[src/rtl/riscv_mem_stage.sv]
// Memory-access / write-back stage: byte/half/word loads and stores over a req/ready port.
// Build option RISCV_MEM_MISALIGN_TRAP_EN: flag misaligned accesses instead of aligning them down.
module riscv_mem_stage #(
  parameter int XLEN = 32,
  parameter int REGA = 5
) (
  input  logic              clk,
  input  logic              rst,
  input  logic              in_valid,
  output logic              in_ready,
  input  logic [1:0]        in_kind,
  input  logic [2:0]        in_funct3,
  input  logic [XLEN-1:0]   in_result,
  input  logic [XLEN-1:0]   in_bypass,
  input  logic [REGA-1:0]   in_rd,
  output logic              mem_req,
  output logic              mem_we,
  output logic [XLEN-1:0]   mem_addr,
  output logic [XLEN-1:0]   mem_wdata,
  output logic [XLEN/8-1:0] mem_be,
  input  logic              mem_ready,
  input  logic [XLEN-1:0]   mem_rdata,
  output logic              wb_en,
  output logic [REGA-1:0]   wb_rd,
  output logic [XLEN-1:0]   wb_data,
`ifdef RISCV_MEM_MISALIGN_TRAP_EN
  output logic              misalign,
  output logic [XLEN-1:0]   misalign_addr,
`endif
  output logic [1:0]        debug_state
);

  // Handshakes: EX->stage transfers on in_valid && in_ready; stage->memory
  // completes on mem_req && mem_ready, with mem_* held stable until then.

  typedef enum logic [1:0] {IDLE = 2'd0, ACCESS = 2'd1, WB = 2'd2} state_t;

  localparam logic [1:0] KIND_ALU   = 2'd0;
  localparam logic [1:0] KIND_LOAD  = 2'd1;
  localparam logic [1:0] KIND_STORE = 2'd2;

  state_t            state;
  logic [2:0]        op_f3;
  logic [1:0]        op_off;
  logic [REGA-1:0]   op_rd;

  logic              is_load;
  logic              is_store;
  logic              f3_legal;
  logic [1:0]        off;
  logic [1:0]        eff_off;
  logic [XLEN/8-1:0] be_c;
  logic [XLEN-1:0]   wdata_c;
  logic [XLEN-1:0]   shifted;
  logic [XLEN-1:0]   load_ext;
`ifdef RISCV_MEM_MISALIGN_TRAP_EN
  logic              misal;
`endif

  assign debug_state = state;

  always_comb begin
    is_load  = (in_kind == KIND_LOAD);
    is_store = (in_kind == KIND_STORE);
    f3_legal = 1'b0;
    if (is_load)
      f3_legal = (in_funct3 == 3'b000) || (in_funct3 == 3'b001) || (in_funct3 == 3'b010) ||
                 (in_funct3 == 3'b100) || (in_funct3 == 3'b101);
    else if (is_store)
      f3_legal = (in_funct3 == 3'b000) || (in_funct3 == 3'b001) || (in_funct3 == 3'b010);
    off = in_result[1:0];
    // Halves keep only off[1] and words use lane 0, which also aligns down misaligned ops.
    case (in_funct3[1:0])
      2'b00:   eff_off = off;
      2'b01:   eff_off = {off[1], 1'b0};
      default: eff_off = 2'b00;
    endcase
    case (in_funct3[1:0])
      2'b00: begin
        be_c    = 4'b0001 << eff_off;
        wdata_c = {4{in_bypass[7:0]}};
      end
      2'b01: begin
        be_c    = 4'b0011 << eff_off;
        wdata_c = {2{in_bypass[15:0]}};
      end
      default: begin
        be_c    = 4'b1111;
        wdata_c = in_bypass;
      end
    endcase
`ifdef RISCV_MEM_MISALIGN_TRAP_EN
    misal = ((in_funct3[1:0] == 2'b01) && off[0]) ||
            ((in_funct3[1:0] == 2'b10) && (off != 2'b00));
`endif
  end

  always_comb begin
    shifted = mem_rdata >> {op_off, 3'b000};
    case (op_f3)
      3'b000:  load_ext = {{24{shifted[7]}}, shifted[7:0]};
      3'b001:  load_ext = {{16{shifted[15]}}, shifted[15:0]};
      3'b100:  load_ext = {24'd0, shifted[7:0]};
      3'b101:  load_ext = {16'd0, shifted[15:0]};
      default: load_ext = shifted;
    endcase
  end

  always_ff @(posedge clk or posedge rst) begin
    if (rst) begin
      state     <= IDLE;
      in_ready  <= 1'b1;
      mem_req   <= 1'b0;
      mem_we    <= 1'b0;
      mem_addr  <= '0;
      mem_wdata <= '0;
      mem_be    <= '0;
      wb_en     <= 1'b0;
      wb_rd     <= '0;
      wb_data   <= '0;
      op_f3     <= '0;
      op_off    <= '0;
      op_rd     <= '0;
`ifdef RISCV_MEM_MISALIGN_TRAP_EN
      misalign      <= 1'b0;
      misalign_addr <= '0;
`endif
    end else begin
      wb_en <= 1'b0;
`ifdef RISCV_MEM_MISALIGN_TRAP_EN
      misalign <= 1'b0;
`endif
      case (state)
        IDLE: begin
          if (in_valid && in_ready) begin
            if (in_kind == KIND_ALU) begin
              wb_en   <= (in_rd != '0);
              wb_rd   <= in_rd;
              wb_data <= in_result;
            end else if ((is_load || is_store) && f3_legal) begin
`ifdef RISCV_MEM_MISALIGN_TRAP_EN
              if (misal) begin
                misalign      <= 1'b1;
                misalign_addr <= in_result;
              end else begin
`else
              begin
`endif
                state     <= ACCESS;
                in_ready  <= 1'b0;
                mem_req   <= 1'b1;
                mem_we    <= is_store;
                mem_addr  <= {in_result[XLEN-1:2], 2'b00};
                mem_be    <= is_store ? be_c : '0;
                mem_wdata <= is_store ? wdata_c : '0;
                op_f3     <= in_funct3;
                op_off    <= eff_off;
                op_rd     <= in_rd;
              end
            end
          end
        end
        ACCESS: begin
          if (mem_ready) begin
            mem_req <= 1'b0;
            mem_we  <= 1'b0;
            mem_be  <= '0;
            if (mem_we) begin
              state    <= IDLE;
              in_ready <= 1'b1;
            end else begin
              state   <= WB;
              wb_en   <= (op_rd != '0);
              wb_rd   <= op_rd;
              wb_data <= load_ext;
            end
          end
        end
        WB: begin
          state    <= IDLE;
          in_ready <= 1'b1;
        end
        default: begin
          state    <= IDLE;
          in_ready <= 1'b1;
        end
      endcase
    end
  end

endmodule

[config.mk]
export PLATFORM = sky130hd
export DESIGN_NAME = riscv_mem_stage
export DESIGN_NICKNAME = d
export VERILOG_FILES = /design/src/rtl/riscv_mem_stage.sv
export SDC_FILE = /design/constraint.sdc
export NUM_CORES = 1
export LEC_CHECK = 0
export ABC_AREA = 0
export CORE_ASPECT_RATIO = 0.6
export CORE_MARGIN = 2
export CORE_UTILIZATION = 45
export DETAILED_ROUTE_END_ITERATION = 10
export MAX_ROUTING_LAYER = met4
export PLACE_DENSITY = 0.81
export SYNTH_ARGS = -nofsm -noshare
export SYNTH_HDL_FRONTEND = slang
export SYNTH_SLANG_ARGS = --single-unit
export TNS_END_PERCENT = 20
[constraint.sdc]
create_clock -name clk -period 11.75 [get_ports clk]
set_clock_uncertainty 0.2 [all_clocks]
set_input_delay 2.35 -clock clk [delete_from_list [all_inputs] [get_ports clk]]
set_output_delay 2.35 -clock clk [all_outputs]
set_load 0.005 [all_outputs]
=== Yosys cells after proc, flatten, opt, wreduce, memory -nomap -nowiden ===
Cells that the tools add are included.

* Bits in registers: 119
* Word-level logic and storage cells: 104
* Output and inout port bits: 111

* Reductions and logical operators: 20
* Shift-type cells: 3
* Bitwise operators: 1
* Mux-type cells: 49
* Eq/ne operators: 18

{| class="wikitable"
|+ Operator list
! operator !! number
|-
| $mux 32 || 5
|-
| $pmux 32 s2 || 2
|-
| $pmux 32 s4 || 1
|-
| $shr 32x5->32 || 1
|-
| $mux 4 || 5
|-
| $mux 5 || 4
|-
| $mux 1 || 18
|-
| $pmux 4 s2 || 2
|-
| $reduce_and 5->1 || 3
|-
| $ne 2x2->1 const B || 7
|-
| $eq 3x3->1 const B || 4
|-
| $mux 2 || 5
|-
| $pmux 5 s2 || 1
|-
| $reduce_bool 5->1 || 2
|-
| $pmux 1 s2 || 4
|-
| $pmux 2 s2 || 2
|-
| $reduce_and 4->1 || 2
|-
| $eq 2x1->1 const B || 3
|-
| $eq 3x1->1 const B || 2
|-
| $logic_not 2->1 || 3
|-
| $logic_not 3->1 || 2
|-
| $logic_or 1x1->1 || 5
|-
| $shl 1x2->4 const A || 1
|-
| $shl 2x2->4 const A || 1
|-
| 5 further kinds || 6
|}

=== Longest topological paths before layout ===
* Depth in word-level cells: 11
* Mapped depth: 9

=== Worst setup path before layout ===
No wires, ideal clock.

* Kind: input to register
* Start point: in in_kind[0]
* End point: reg mem_addr[10]
* Cell stages on the path: 9
* Path buffers: 3
* Arrival: 4.018 ns
* Path slack: 7.405 ns
* Setup time: 0.127 ns
* Data required time: 11.423 ns
* Cells stage by stage: inv_1 > ha_1 > clkbuf_1 > nor2_1 > a2111oi_4 > and2_1 > buf_6 > buf_8 > mux2_1

* Word-level cells in the longest chain between the ends: 5
* Elaborated cells between the ends (all ways): 9
* Those cells by class: eq/ne: 2; mux: 2; bitwise: 1; reduce/logical: 4

{| class="wikitable"
|+ Ends and longest elaborated chain
! what !! RTL line !! text
|-
| start: declaration || 11 || <nowiki>input logic [1:0] in_kind,</nowiki>
|-
| $eq 2x2->1 || 64 || <nowiki>is_store = (in_kind == KIND_STORE);</nowiki>
|-
| $mux 1 || 69 || <nowiki>else if (is_store)</nowiki>
|-
| $mux 1 || 66 || <nowiki>if (is_load)</nowiki>
|-
| $logic_and 1x1->1 || 140 || <nowiki>end else if ((is_load || is_store) && f3_legal) begin</nowiki>
|-
| $reduce_and 4->1 (no source line) * || -- ||
|-
| end signal: assignment || 153 || <nowiki>mem_addr <= {in_result[XLEN-1:2], 2'b00};</nowiki>
|-
| end: declaration || 18 || <nowiki>output logic [XLEN-1:0] mem_addr,</nowiki>
|}

Mark *: on every way between the ends. The rest lies on a longest branch, timed or not.
A chain may end at the register's enable or synchronous reset.

=== Worst setup path after layout ===
* Start point: in in_kind[0]
* End point: reg mem_wdata[22]

* Word-level cells in the longest chain between the ends: 5
* Elaborated cells between the ends (all ways): 10
* Those cells by class: eq/ne: 2; mux: 3; bitwise: 1; reduce/logical: 4

{| class="wikitable"
|+ Ends and longest elaborated chain
! what !! RTL line !! text
|-
| $eq 2x2->1 || 64 ||
|-
| $mux 1 || 69 ||
|-
| $mux 1 || 66 ||
|-
| $logic_and 1x1->1 || 140 ||
|-
| $reduce_and 4->1 (no source line) || -- ||
|-
| end signal: assignment || 155 || <nowiki>mem_wdata <= is_store ? wdata_c : '0;</nowiki>
|-
| end: declaration || 19 || <nowiki>output logic [XLEN-1:0] mem_wdata,</nowiki>
|}

Several ways; a longest one is shown, not always the timed one.

==> flow_metrics.env <==
export IMPL_synthDistinctLibCells=45
export IMPL_initial_core_util_pct=46.8
export IMPL_pin_count=221
export IMPL_synth_mux_area_share_pct=16.9
export IMPL_p_clk_share_pct=26.7
export IMPL_cts_tree="done"
export IMPL_power_density_mw_per_mm2=221
export IMPL_drv_slew=0
export IMPL_dieArea_sq_mm=0.0146
export IMPL_grt_pass1_vias=5556
export IMPL_postCtsSetupBuffers=0
export IMPL_portBuffers=218
export IMPL_syn_area_sq_mm=0.00611
export IMPL_irDropWorstVdd_v=0.000138
export IMPL_drc_errors=0
export IMPL_clockRootBuffer="clkbuf_16"
export IMPL_wl_um=19600
export IMPL_first_iter_violations=318
export IMPL_row_count=32
export IMPL_antenna_found_initial=0
export IMPL_grt_overflow_total=0
export IMPL_crit_path_start_kind="input port"
export IMPL_viasPerCell=5.66
export IMPL_ant_nets=0
export IMPL_rsz0062_at_grt="false"
export IMPL_post_route_util_pct=68.3
export IMPL_wl_per_cell_um=20.3
export IMPL_grt_first_pass_wirelength_um=30500
export IMPL_whs_ps=285
export IMPL_hold_class="register to register"
export IMPL_maxCapViolations=0
export IMPL_swShare_pct=30.8
export IMPL_use_met2_pct=40.5
export IMPL_routed_via_count=5470
export IMPL_met1_usage_pct=40.6
export IMPL_fillCellCount=943
export IMPL_yosys_warnings=0
export IMPL_synth_top_family_by_area="multiplexers"
export IMPL_synth_cells=586
export IMPL_synth_compound_area_share_pct=14.2
export IMPL_die_h_um=94.3
export IMPL_layout_common_cells="clkdlybuf4s50_1 (218), dfrtp_1 (118), nand2_1 (70), nor2_1 (67), mux2_1 (39)"
export IMPL_cts_made_buffers=17
export IMPL_power_leakage_nw=3.79
export IMPL_hold_viol_final=0
export IMPL_postSynth_asyncResetShare_pct=100
export IMPL_cp_required_ps=11830
export IMPL_hold_buffers=0
export IMPL_worstSetupPathType="input port to register"
export IMPL_p_total_mw=1.97
export IMPL_cp_arrival_ps=5110
export IMPL_setup_viol_count_final=0
export IMPL_clk_pin_slew_worst_paths_ps=50
export IMPL_worst_skew_pair_late_latency_ps=410
export IMPL_p_seq_share_pct=36.2
export IMPL_area_growth_pct=45.8
export IMPL_dr_pass1_iters=5
export IMPL_syn_avg_cell_area_sq_um=10.4
export IMPL_fp_dieW_um=154
export IMPL_status="complete, no violations"
export IMPL_fin_nets=897
export IMPL_routabilityCongestion=0.922
export IMPL_clock_path_buffers=2
export IMPL_power_switching_mw=0.607
export IMPL_finish_instance_area_sq_mm=0.00891
export IMPL_place_hpwl_um=14400
export IMPL_post_route_period_util_pct=42.8
export IMPL_core_area_sq_mm=0.0131
export IMPL_combPwrFrac_pct=37.1
export IMPL_cts_repair_resize_count=0
export IMPL_grt_max_degree=76
export IMPL_gr_usage_all_layers_pct=28.3
export IMPL_synth_flop_cell="dfrtp_1"
export IMPL_synth_seq_cells=119
export IMPL_yosys_area_share_adder_pct=0.614
export IMPL_tns_ps=0
export IMPL_critPathMaxFanout=75
export IMPL_busiest_layer="met1"
export IMPL_yosys_area_share_simple_pct=13.7
export IMPL_tightest_slew_ps=1250
export IMPL_end_kind="register"
export IMPL_synth_xor_area_share_pct=0
export IMPL_drive_gt1_share_pct=9.66
export IMPL_clock_sinks=119
export IMPL_synth_edff_count=0
export IMPL_dpl_cell_area_sq_mm=0.00831
export IMPL_use_met3_pct=6.41
export IMPL_yosysSeqAreaShare_pct=48.7
export IMPL_slew_limit_headroom_pct=16.8
export IMPL_htreeDepth=4
export IMPL_clock_fmax_mhz=199
export IMPL_internal_power_mw=1.36
export IMPL_layout_commonest_cell="clkdlybuf4s50_1"
export IMPL_diodes=0
export IMPL_post_route_min_period_ps=5030
critical path: stages:
cell,delay [ps]
clkdlybuf4s50_1,440
inv_1,110
ha_1,150
buf_4,330
nor2_1,140
a2111oi_4,310
and2_4,810
mux2_2,420
cells in the mapped netlist (all sizes together) (8+ instances only):
master | number | area [sq um]
dfrtp | 118 | 2950
nand2 | 70 | 263
nor2 | 67 | 251
mux2 | 62 | 698
o21ai | 35 | 175
mux2i | 31 | 310
buf | 26 | 198
a221oi | 24 | 241
clkbuf | 21 | 78.8
inv | 21 | 78.8
nand4 | 16 | 100
a31oi | 14 | 87.6
nor2b | 13 | 81.3
o211ai | 9 | 67.6
o2bb2ai | 9 | 78.8
a21boi | 8 | 60.1
routing by layer:
metal	vias up	part of all wire [%]
met5	-	0
met4	0	1.0
met3	19	8.8
met2	264	43
met1	2717	47
li1	2470	-
through the flow:
| step | std cells | setup WS (ps) |
|---|---|---|
| final | 967 | 6720 |
| after global routing | 967 | 6570 |
| after CTS | 967 | 6720 |
| after detailed placement | 935 | 6320 |
| after global placement | 935 | 6430 |
| after floorplan | 587 | 6040 |
flip-flops by register name, indices dropped and copies added (netlist names):
name and cells:
debug_state 2, in_ready 1, mem_addr 30, mem_be 4, mem_req 1, mem_wdata 32
mem_we 1, op_f3 3, op_off 2, op_rd 5, wb_data 32, wb_en 1
wb_rd 5
area by class of cell:
type,instances,area [sq um],share of cell area (%)
clock buffer,22,484,5.43
clock inverter,10,119,1.33
inverter,21,81.3,0.912
multi-input combinational,400,2800,31.4
sequential,119,2980,33.4
tap,170,213,2.39
timing repair buffer,225,2230,25.1
cell families (layout without fill, tap and decap cells):
family / count (synthesis) / after routing
and+or+nand+nor: 186 / 186
DFF: 119 / 119
AOI/OAI and AO/OA: 115 / 115
other: 1 / 2
buffers and inverters: 68 / 278
muxes: 94 / 94
adders and majority gates: 3 / 3
power groups by stage:
stage / clock, mW / combinational, mW / sequential, mW
2_1_floorplan: 0 / 0.284 / 0.694
3_3_place_gp: 0 / 0.706 / 0.708
3_5_place_dp: 0 / 0.729 / 0.715
4_1_cts: 0.531 / 0.734 / 0.713
5_1_grt: 0.550 / 0.793 / 0.736
6_report: 0.527 / 0.731 / 0.714
final timing paths:
| kind | endpoint | cells after the start | slack, ps | from |
|---|---|---|---|---|
| max in group asynchronous | mem_addr[17] | 3 | 7870 | rst |
| setup / recovery | mem_wdata[22] | 8 | 6720 | in_kind[0] |
| hold reg to reg | mem_addr[17] | 1 | 290 | mem_addr[17] |
| hold / removal | mem_addr[17] | 1 | 290 | mem_addr[17] |
| setup reg to reg | wb_data[27] | 4 | 8320 | debug_state[0] |
| min in group asynchronous | mem_wdata[27] | 2 | 2200 | rst |
Power figures use the tool's default switching activity.
